`config.mk`:
```
export PLATFORM = sky130hd
export DESIGN_NAME = volatility_estimator_flat
export DESIGN_NICKNAME = d
export VERILOG_FILES = /design/src/rtl/hft_pkg.sv /design/src/rtl/volatility_estimator_if.sv /design/src/rtl/return_window.sv /design/src/rtl/volatility_estimator.sv /design/src/flat_wrapper.sv
export SDC_FILE = /design/constraint.sdc
export NUM_CORES = 2
export LEC_CHECK = 0
export CORE_MARGIN = 1.5
export CORE_UTILIZATION = 40
export DETAILED_ROUTE_END_ITERATION = 12
export PLACE_DENSITY_LB_ADDON = 0.05
export SKIP_LAST_GASP = 1
export SLEW_MARGIN = 20
export SYNTH_ARGS = -nofsm -noshare
export SYNTH_HDL_FRONTEND = slang
export SYNTH_SLANG_ARGS = --single-unit
```
`constraint.sdc`:
```
create_clock -name i_clk -period 23.2 [get_ports i_clk]
set_clock_uncertainty 0.05 [all_clocks]
set_input_delay 4.64 -clock i_clk [delete_from_list [all_inputs] [get_ports i_clk]]
set_output_delay 4.64 -clock i_clk [all_outputs]
set_load 0.02 [all_outputs]
```
`src/rtl/hft_pkg.sv`:
```
// Shared types and constants for the market-data analytics blocks.
package hft_pkg;

  typedef enum logic [1:0] {
    ST_EMPTY   = 2'd0,
    ST_PRIMING = 2'd1,
    ST_STEADY  = 2'd2
  } vol_state_e;

  localparam int RET_WIDTH_DEF = 16;

  // Signed saturation limits of a w-bit return.
  function automatic longint ret_max(input int w);
    return (64'sd1 <<< (w - 1)) - 64'sd1;
  endfunction

  function automatic longint ret_min(input int w);
    return -(64'sd1 <<< (w - 1));
  endfunction

endpackage

```
`src/rtl/volatility_estimator_if.sv`:
```
// Price-in / volatility-out bus between the feed handler and the spread stage.
interface volatility_estimator_if #(
  parameter int DATA_WIDTH = 32
) ();

  logic [DATA_WIDTH-1:0] i_price;
  logic                  i_price_valid;
  logic                  i_flush;
  logic [DATA_WIDTH-1:0] o_volatility;
  logic                  o_data_valid;

  modport master (
    output i_price,
    output i_price_valid,
    output i_flush,
    input  o_volatility,
    input  o_data_valid
  );

  modport slave (
    input  i_price,
    input  i_price_valid,
    input  i_flush,
    output o_volatility,
    output o_data_valid
  );

endinterface

```
`src/rtl/return_window.sv`:
```
// N-entry circular buffer of returns with running sum and sum of squares;
// each push adds the new return and, once full, retires the oldest one.
module return_window
  import hft_pkg::*;
#(
  parameter int RET_WIDTH   = RET_WIDTH_DEF,
  parameter int WINDOW_LOG2 = 4
) (
  input  logic                                   i_clk,
  input  logic                                   i_rst,
  input  logic                                   i_push,
  input  logic                                   i_flush,
  input  logic signed [RET_WIDTH-1:0]            i_ret,
  output logic signed [RET_WIDTH+WINDOW_LOG2-1:0] o_sum,
  output logic [2*RET_WIDTH+WINDOW_LOG2-1:0]     o_sq,
  output logic                                   o_full
);

  localparam int N     = 1 << WINDOW_LOG2;
  localparam int CW    = WINDOW_LOG2 + 1;
  localparam int PW    = 2 * RET_WIDTH;
  localparam int SUM_W = RET_WIDTH + WINDOW_LOG2;
  localparam int SQ_W  = 2 * RET_WIDTH + WINDOW_LOG2;

  logic signed [RET_WIDTH-1:0] buf_q [N];
  logic [WINDOW_LOG2-1:0]      wptr_q;
  logic [CW-1:0]               count_q;
  logic signed [SUM_W-1:0]     sum_q, sum_d;
  logic [SQ_W-1:0]             sq_q, sq_d;
  logic                        full_s;
  logic signed [RET_WIDTH-1:0] evict_s;
  logic signed [PW-1:0]        ret_ext_s, evict_ext_s;

  always_comb begin
    full_s      = (count_q == CW'(N));
    evict_s     = full_s ? buf_q[wptr_q] : '0;
    ret_ext_s   = PW'(i_ret);
    evict_ext_s = PW'(evict_s);
    sum_d       = sum_q + SUM_W'(i_ret) - SUM_W'(evict_s);
    sq_d        = sq_q + SQ_W'($unsigned(ret_ext_s * ret_ext_s))
                       - SQ_W'($unsigned(evict_ext_s * evict_ext_s));
  end

  always_ff @(posedge i_clk or posedge i_rst) begin
    if (i_rst) begin
      wptr_q  <= '0;
      count_q <= '0;
      sum_q   <= '0;
      sq_q    <= '0;
    end else if (i_flush) begin
      wptr_q  <= '0;
      count_q <= '0;
      sum_q   <= '0;
      sq_q    <= '0;
    end else if (i_push) begin
      wptr_q <= wptr_q + WINDOW_LOG2'(1);
      if (!full_s) begin
        count_q <= count_q + CW'(1);
      end
      sum_q <= sum_d;
      sq_q  <= sq_d;
    end
  end

  // Stale entries are harmless: they are only read back once count says full.
  always_ff @(posedge i_clk) begin
    if (i_push && !i_flush) begin
      buf_q[wptr_q] <= i_ret;
    end
  end

  assign o_sum  = sum_q;
  assign o_sq   = sq_q;
  assign o_full = full_s;

endmodule

```
`src/rtl/volatility_estimator.sv`:
```
// Windowed variance of tick-to-tick price returns, two-cycle pipeline.
// Stage 1 saturates the return and updates the window; stage 2 registers V.
module volatility_estimator
  import hft_pkg::*;
#(
  parameter int DATA_WIDTH  = 32,
  parameter int WINDOW_LOG2 = 4,
  parameter int RET_WIDTH   = RET_WIDTH_DEF
) (
  input  logic                   i_clk,
  input  logic                   i_rst,
  volatility_estimator_if.slave  bus
);

  localparam int DIFF_W = DATA_WIDTH + 1;
  localparam int SUM_W  = RET_WIDTH + WINDOW_LOG2;
  localparam int SQ_W   = 2 * RET_WIDTH + WINDOW_LOG2;
  localparam int VW     = 2 * SUM_W + 1;
  localparam int EW     = (VW > DATA_WIDTH) ? VW : DATA_WIDTH + 1;
  localparam logic signed [DIFF_W-1:0] RMAX = DIFF_W'(ret_max(RET_WIDTH));
  localparam logic signed [DIFF_W-1:0] RMIN = DIFF_W'(ret_min(RET_WIDTH));

  vol_state_e                 state_q;
  logic [DATA_WIDTH-1:0]      prev_q;
  logic                       s1_valid_q;
  logic [DATA_WIDTH-1:0]      vol_q;
  logic                       dv_q;

  logic                       accept_s, push_s;
  logic signed [DIFF_W-1:0]   diff_s;
  logic signed [RET_WIDTH-1:0] ret_s;
  logic signed [SUM_W-1:0]    sum_s;
  logic [SQ_W-1:0]            sq_s;
  logic                       win_full_s;
  logic signed [VW-1:0]       sum_ext_s, nq_s, ss_s, var_full_s;
  logic [EW-1:0]              var_shift_s;
  logic [DATA_WIDTH-1:0]      var_s;

  always_comb begin
    accept_s = bus.i_price_valid && !bus.i_flush;
    push_s   = accept_s && (state_q != ST_EMPTY);
    diff_s   = $signed({1'b0, bus.i_price}) - $signed({1'b0, prev_q});
    if (diff_s > RMAX) begin
      ret_s = RET_WIDTH'(RMAX);
    end else if (diff_s < RMIN) begin
      ret_s = RET_WIDTH'(RMIN);
    end else begin
      ret_s = RET_WIDTH'(diff_s);
    end
  end

  // N*Q >= S*S mathematically; the sign test only guards against misuse.
  always_comb begin
    sum_ext_s  = VW'(sum_s);
    nq_s       = $signed(VW'(sq_s)) <<< WINDOW_LOG2;
    ss_s       = sum_ext_s * sum_ext_s;
    var_full_s = nq_s - ss_s;
    if (var_full_s[VW-1]) begin
      var_shift_s = '0;
    end else begin
      var_shift_s = EW'($unsigned(var_full_s) >> (2 * WINDOW_LOG2));
    end
    if (|var_shift_s[EW-1:DATA_WIDTH]) begin
      var_s = '1;
    end else begin
      var_s = var_shift_s[DATA_WIDTH-1:0];
    end
  end

  return_window #(
    .RET_WIDTH   (RET_WIDTH),
    .WINDOW_LOG2 (WINDOW_LOG2)
  ) u_window (
    .i_clk   (i_clk),
    .i_rst   (i_rst),
    .i_push  (push_s),
    .i_flush (bus.i_flush),
    .i_ret   (ret_s),
    .o_sum   (sum_s),
    .o_sq    (sq_s),
    .o_full  (win_full_s)
  );

  always_ff @(posedge i_clk or posedge i_rst) begin
    if (i_rst) begin
      state_q    <= ST_EMPTY;
      prev_q     <= '0;
      s1_valid_q <= 1'b0;
      vol_q      <= '0;
      dv_q       <= 1'b0;
    end else if (bus.i_flush) begin
      state_q    <= ST_EMPTY;
      s1_valid_q <= 1'b0;
      vol_q      <= '0;
      dv_q       <= 1'b0;
    end else begin
      s1_valid_q <= push_s;
      dv_q       <= s1_valid_q && win_full_s;
      vol_q      <= (s1_valid_q && win_full_s) ? var_s : '0;
      if (accept_s) begin
        prev_q <= bus.i_price;
      end
      case (state_q)
        ST_EMPTY:   if (accept_s) state_q <= ST_PRIMING;
        ST_PRIMING: if (win_full_s) state_q <= ST_STEADY;
        ST_STEADY:  state_q <= ST_STEADY;
        default:    state_q <= ST_EMPTY;
      endcase
    end
  end

  assign bus.o_volatility = vol_q;
  assign bus.o_data_valid = dv_q;

endmodule

```
`src/flat_wrapper.sv`:
```
// flat-port wrapper written by rule: the top's interface ports become plain ports
module volatility_estimator_flat import hft_pkg::*;
#(
  parameter int DATA_WIDTH  = 32,
  parameter int WINDOW_LOG2 = 4,
  parameter int RET_WIDTH   = RET_WIDTH_DEF
)
  (i_clk, i_rst, bus_i_price, bus_i_price_valid, bus_i_flush, bus_o_volatility, bus_o_data_valid);
  volatility_estimator_if #(.DATA_WIDTH(DATA_WIDTH)) bus_i ();
  input  logic i_clk;
  input  logic i_rst;
  input wire logic [$bits(bus_i.i_price)-1:0] bus_i_price;
  input wire logic [$bits(bus_i.i_price_valid)-1:0] bus_i_price_valid;
  input wire logic [$bits(bus_i.i_flush)-1:0] bus_i_flush;
  output wire logic [$bits(bus_i.o_volatility)-1:0] bus_o_volatility;
  output wire logic [$bits(bus_i.o_data_valid)-1:0] bus_o_data_valid;
  assign bus_i.i_price = bus_i_price;
  assign bus_i.i_price_valid = bus_i_price_valid;
  assign bus_i.i_flush = bus_i_flush;
  assign bus_o_volatility = bus_i.o_volatility;
  assign bus_o_data_valid = bus_i.o_data_valid;
  volatility_estimator #(.DATA_WIDTH(DATA_WIDTH), .WINDOW_LOG2(WINDOW_LOG2), .RET_WIDTH(RET_WIDTH)) u_core (.i_clk(i_clk), .i_rst(i_rst), .bus(bus_i));
endmodule
```
==> impl_metrics.csv <==
group,metric,value,unit
grt,grt_use_total,0.234,
die,core,133000,µm²
drt,drtAntennaViolNets,0,
drt,top_layer_used,"met4",
clock_tree,cts_root_buf,"clkbuf_16",
grt,grt_antenna_before_repair,7,
drt,viasPerCell,5.12,
sta,period_needed,17.79,ns
drt,drtIter0Drc,2091,
placed_design,port_buffers,68,
yosys,synth-edff-count,256,
sta,max_slew_margin,0.270,
clock_tree,ctsResizeCount,0,
grt,overflow,0,
setup_path,cp.required,23.62,ns
grt,grt_max_degree,86,
hold_path,worstHoldPathType,"reg -> reg",
drt,drc,0,
sta,hold_violations,0,
yosys,synth_warnings,0,
drt,wl_met3,6040,µm
final_layout,area_growth,8.03,%
placed_design,hpwl,123000,µm
clock_tree,cts.clk_slew.worst_paths,0.05,ns
clock_tree,cts_max_path_buffers,3,
yosys,ys_ff_latch,389,
final_layout,fin_cells,7139,
die,die_w,369,µm
sta,timing.final.crit_share,0.767,
placed_design,place_area,56400,µm²
final_layout,design_area,57900,µm²
clock_tree,htree_levels,2,
clock_tree,post-cts-setup-buffers,0,
sta,fin_tns_setup,0,ns
drt,wire_per_inst,21.6,µm
sta,setup_violations,0,
sta,rsz0062_at_grt,"no",
placed_design,gp_congestion,0.886,
yosys,yosysSeqAreaShare,0.206,
yosys,syn_area,53600,µm²
sta,worst_slew_pin_slew,1.09,ns
grt,grt_pass1_vias,39100,
setup_path,slowest_delay,1.08,ns
yosys,synth_ff_type,"edfxtp_1",
yosys,async_flop_share,0.342,
clock_tree,cts_hold_buffers,0,
die,dieArea,136000,µm²
setup_path,crit_path_start_kind,"primary input",
clock_tree,insertion_delay,0.65,ns
sta,fmax,0.0562,GHz
final_layout,drive_gt1_frac,0.0508,
final_layout,fin_nets,6688,
yosys,syn_inst,5307,
yosys,syn_area_per_cell,10.1,µm²
drt,totalWireLength,154000,µm
die,fp.dieH,369,µm
sta,timing.final.max_slew_violations,0,
grt,grt_pass1_wl,241000,µm
drt,first_pass_iters,5,
die,ioPinCount,69,
run_status,status,"completed",
job,max-cap-violations,0,
clock_tree,cts-buffers-inserted,46,
setup_path,crit_type,"in -> reg",
placed_design,dpl.cell_count,7054,
clock_tree,cts.sinks,389,
setup_path,cp_slowest_cell,"a21oi_1",
die,rows,134,
setup_path,path_max_fanout,19,
die,start_util,0.402,
yosys,syn_nets,6661,
clock_tree,cts_tree,"yes",
yosys,synth.distinct_cells,92,
drt,vias,36600,
drt,dr_wl_met2,73400,µm
setup_path,arrival,18.21,ns
setup_path,worst_setup_path_end_kind,"flop",
drt,wl_met1,71900,µm
-- stage by stage --
| stage | util | setup WS [ns] | hold slack, ns |
|---|---|---|---|
| global route | 0.435 | 4.39 | 0.476 |
| CTS | 0.435 | 5.54 | 0.469 |
| floorplan | - | 7.50 | 0.435 |
| detailed placement | 0.424 | 4.92 | 0.456 |
| global placement | 0.424 | 4.95 | 0.452 |
| finish | 0.435 | 5.41 | 0.464 |
-- placed cells by master, fill, tap and decap left out, drive strengths merged, types with 32 or more instances in the layout --
master            n
and2             74
buf              73
nand2b           36
clkbuf           67
xnor2           134
xor2             83
a21o             66
or3              39
nor2            297
nand3            63
clkdlybuf4s50    67
a21oi           229
mux4             74
and3             45
nor3             60
fa              909
o21ai           233
o31ai            32
o21a             35
edfxtp          256
nand2           357
inv            1230
ha              409
dfrtp           133
-- area by class of cell --
type	count	area, µm²
Antenna cell	2	5.00
Clock buffer	67	1260
Clock inverter	16	216
Fill cell	13000	75200
Inverter	1235	4640
Multi-Input combinational cell	3522	37300
Sequential cell	389	11000
Tap cell	1768	2210
Timing Repair Buffer	140	1220
-- cells in the mapped netlist, types with 74 or more instances --
cell type | n | area [µm²]
xnor2_1 | 133 | 1160
o21ai_0 | 213 | 1070
and2_1 | 74 | 463
inv_1 | 1230 | 4620
ha_1 | 409 | 5120
fa_1 | 909 | 18200
nand2_1 | 357 | 1340
a21oi_1 | 222 | 1110
clkbuf_1 | 125 | 469
xor2_1 | 83 | 727
edfxtp_1 | 256 | 7690
dfrtp_1 | 133 | 3330
mux4_2 | 74 | 1670
nor2_1 | 297 | 1110
-- sequential cells by signal (all words and copies together) (netlist names) --
| name | count |
|---|---|
| u_core.u_window.o_sq | 36 |
| u_core.u_window.wptr_q | 4 |
| u_core.u_window.o_sum | 20 |
| u_core.u_window.buf_q | 256 |
| u_core.s1_valid_q | 1 |
| u_core.bus.o_volatility | 32 |
| u_core.prev_q | 32 |
| u_core.bus.o_data_valid | 1 |
| u_core.state_q | 2 |
| u_core.u_window.count_q | 5 |
-- final timing paths --
path / start / to / slack, ns / cells past startpoint
worst max-delay path: bus_i_price[0] / u_core.u_window.o_sq[34] / 5.41 / 49
worst max register to register: u_core.prev_q[0] / u_core.u_window.o_sq[34] / 9.59 / 47
min in group asynchronous: i_rst / u_core.bus.o_volatility[0] / 4.48 / 2
worst min-delay path: u_core.prev_q[0] / u_core.prev_q[0] / 0.46 / 1
worst min register to register: u_core.prev_q[0] / u_core.prev_q[0] / 0.46 / 1
max in group asynchronous: i_rst / u_core.u_window.wptr_q[0] / 17.14 / 3
-- logic make-up after synthesis --
logic type / count (synthesis) / share of synthesized area
XOR/XNOR: 217 / 0.0356
flip-flops: 389 / 0.206
AO/OA/AOI/OAI: 789 / 0.0920
AND/OR/NAND/NOR: 1102 / 0.0973
buffers and inverters: 1396 / 0.0988
multiplexers: 96 / 0.0355
adder cells (fa/ha/maj): 1318 / 0.435
-- layer usage --
layer,vias up,global-route usage
li1,17000,-
met4,0,0.0463
met2,736,0.389
met1,18700,0.333
met5,-,0
met3,147,0.0215
-- worst max-delay path, delay by kind of cell --
kind	cells	cell delay (ns)
xor gates and xnor gates	2	0.31
and+or+nand+nor	10	2.62
buffers and inverters	5	0.67
adders and majority gates	11	4.90
AOI/OAI and AO/OA	21	5.05
Power is left out: the tool's default activity adds up to more than one toggle a clock period on the data nets, which glitch-free logic cannot reach.
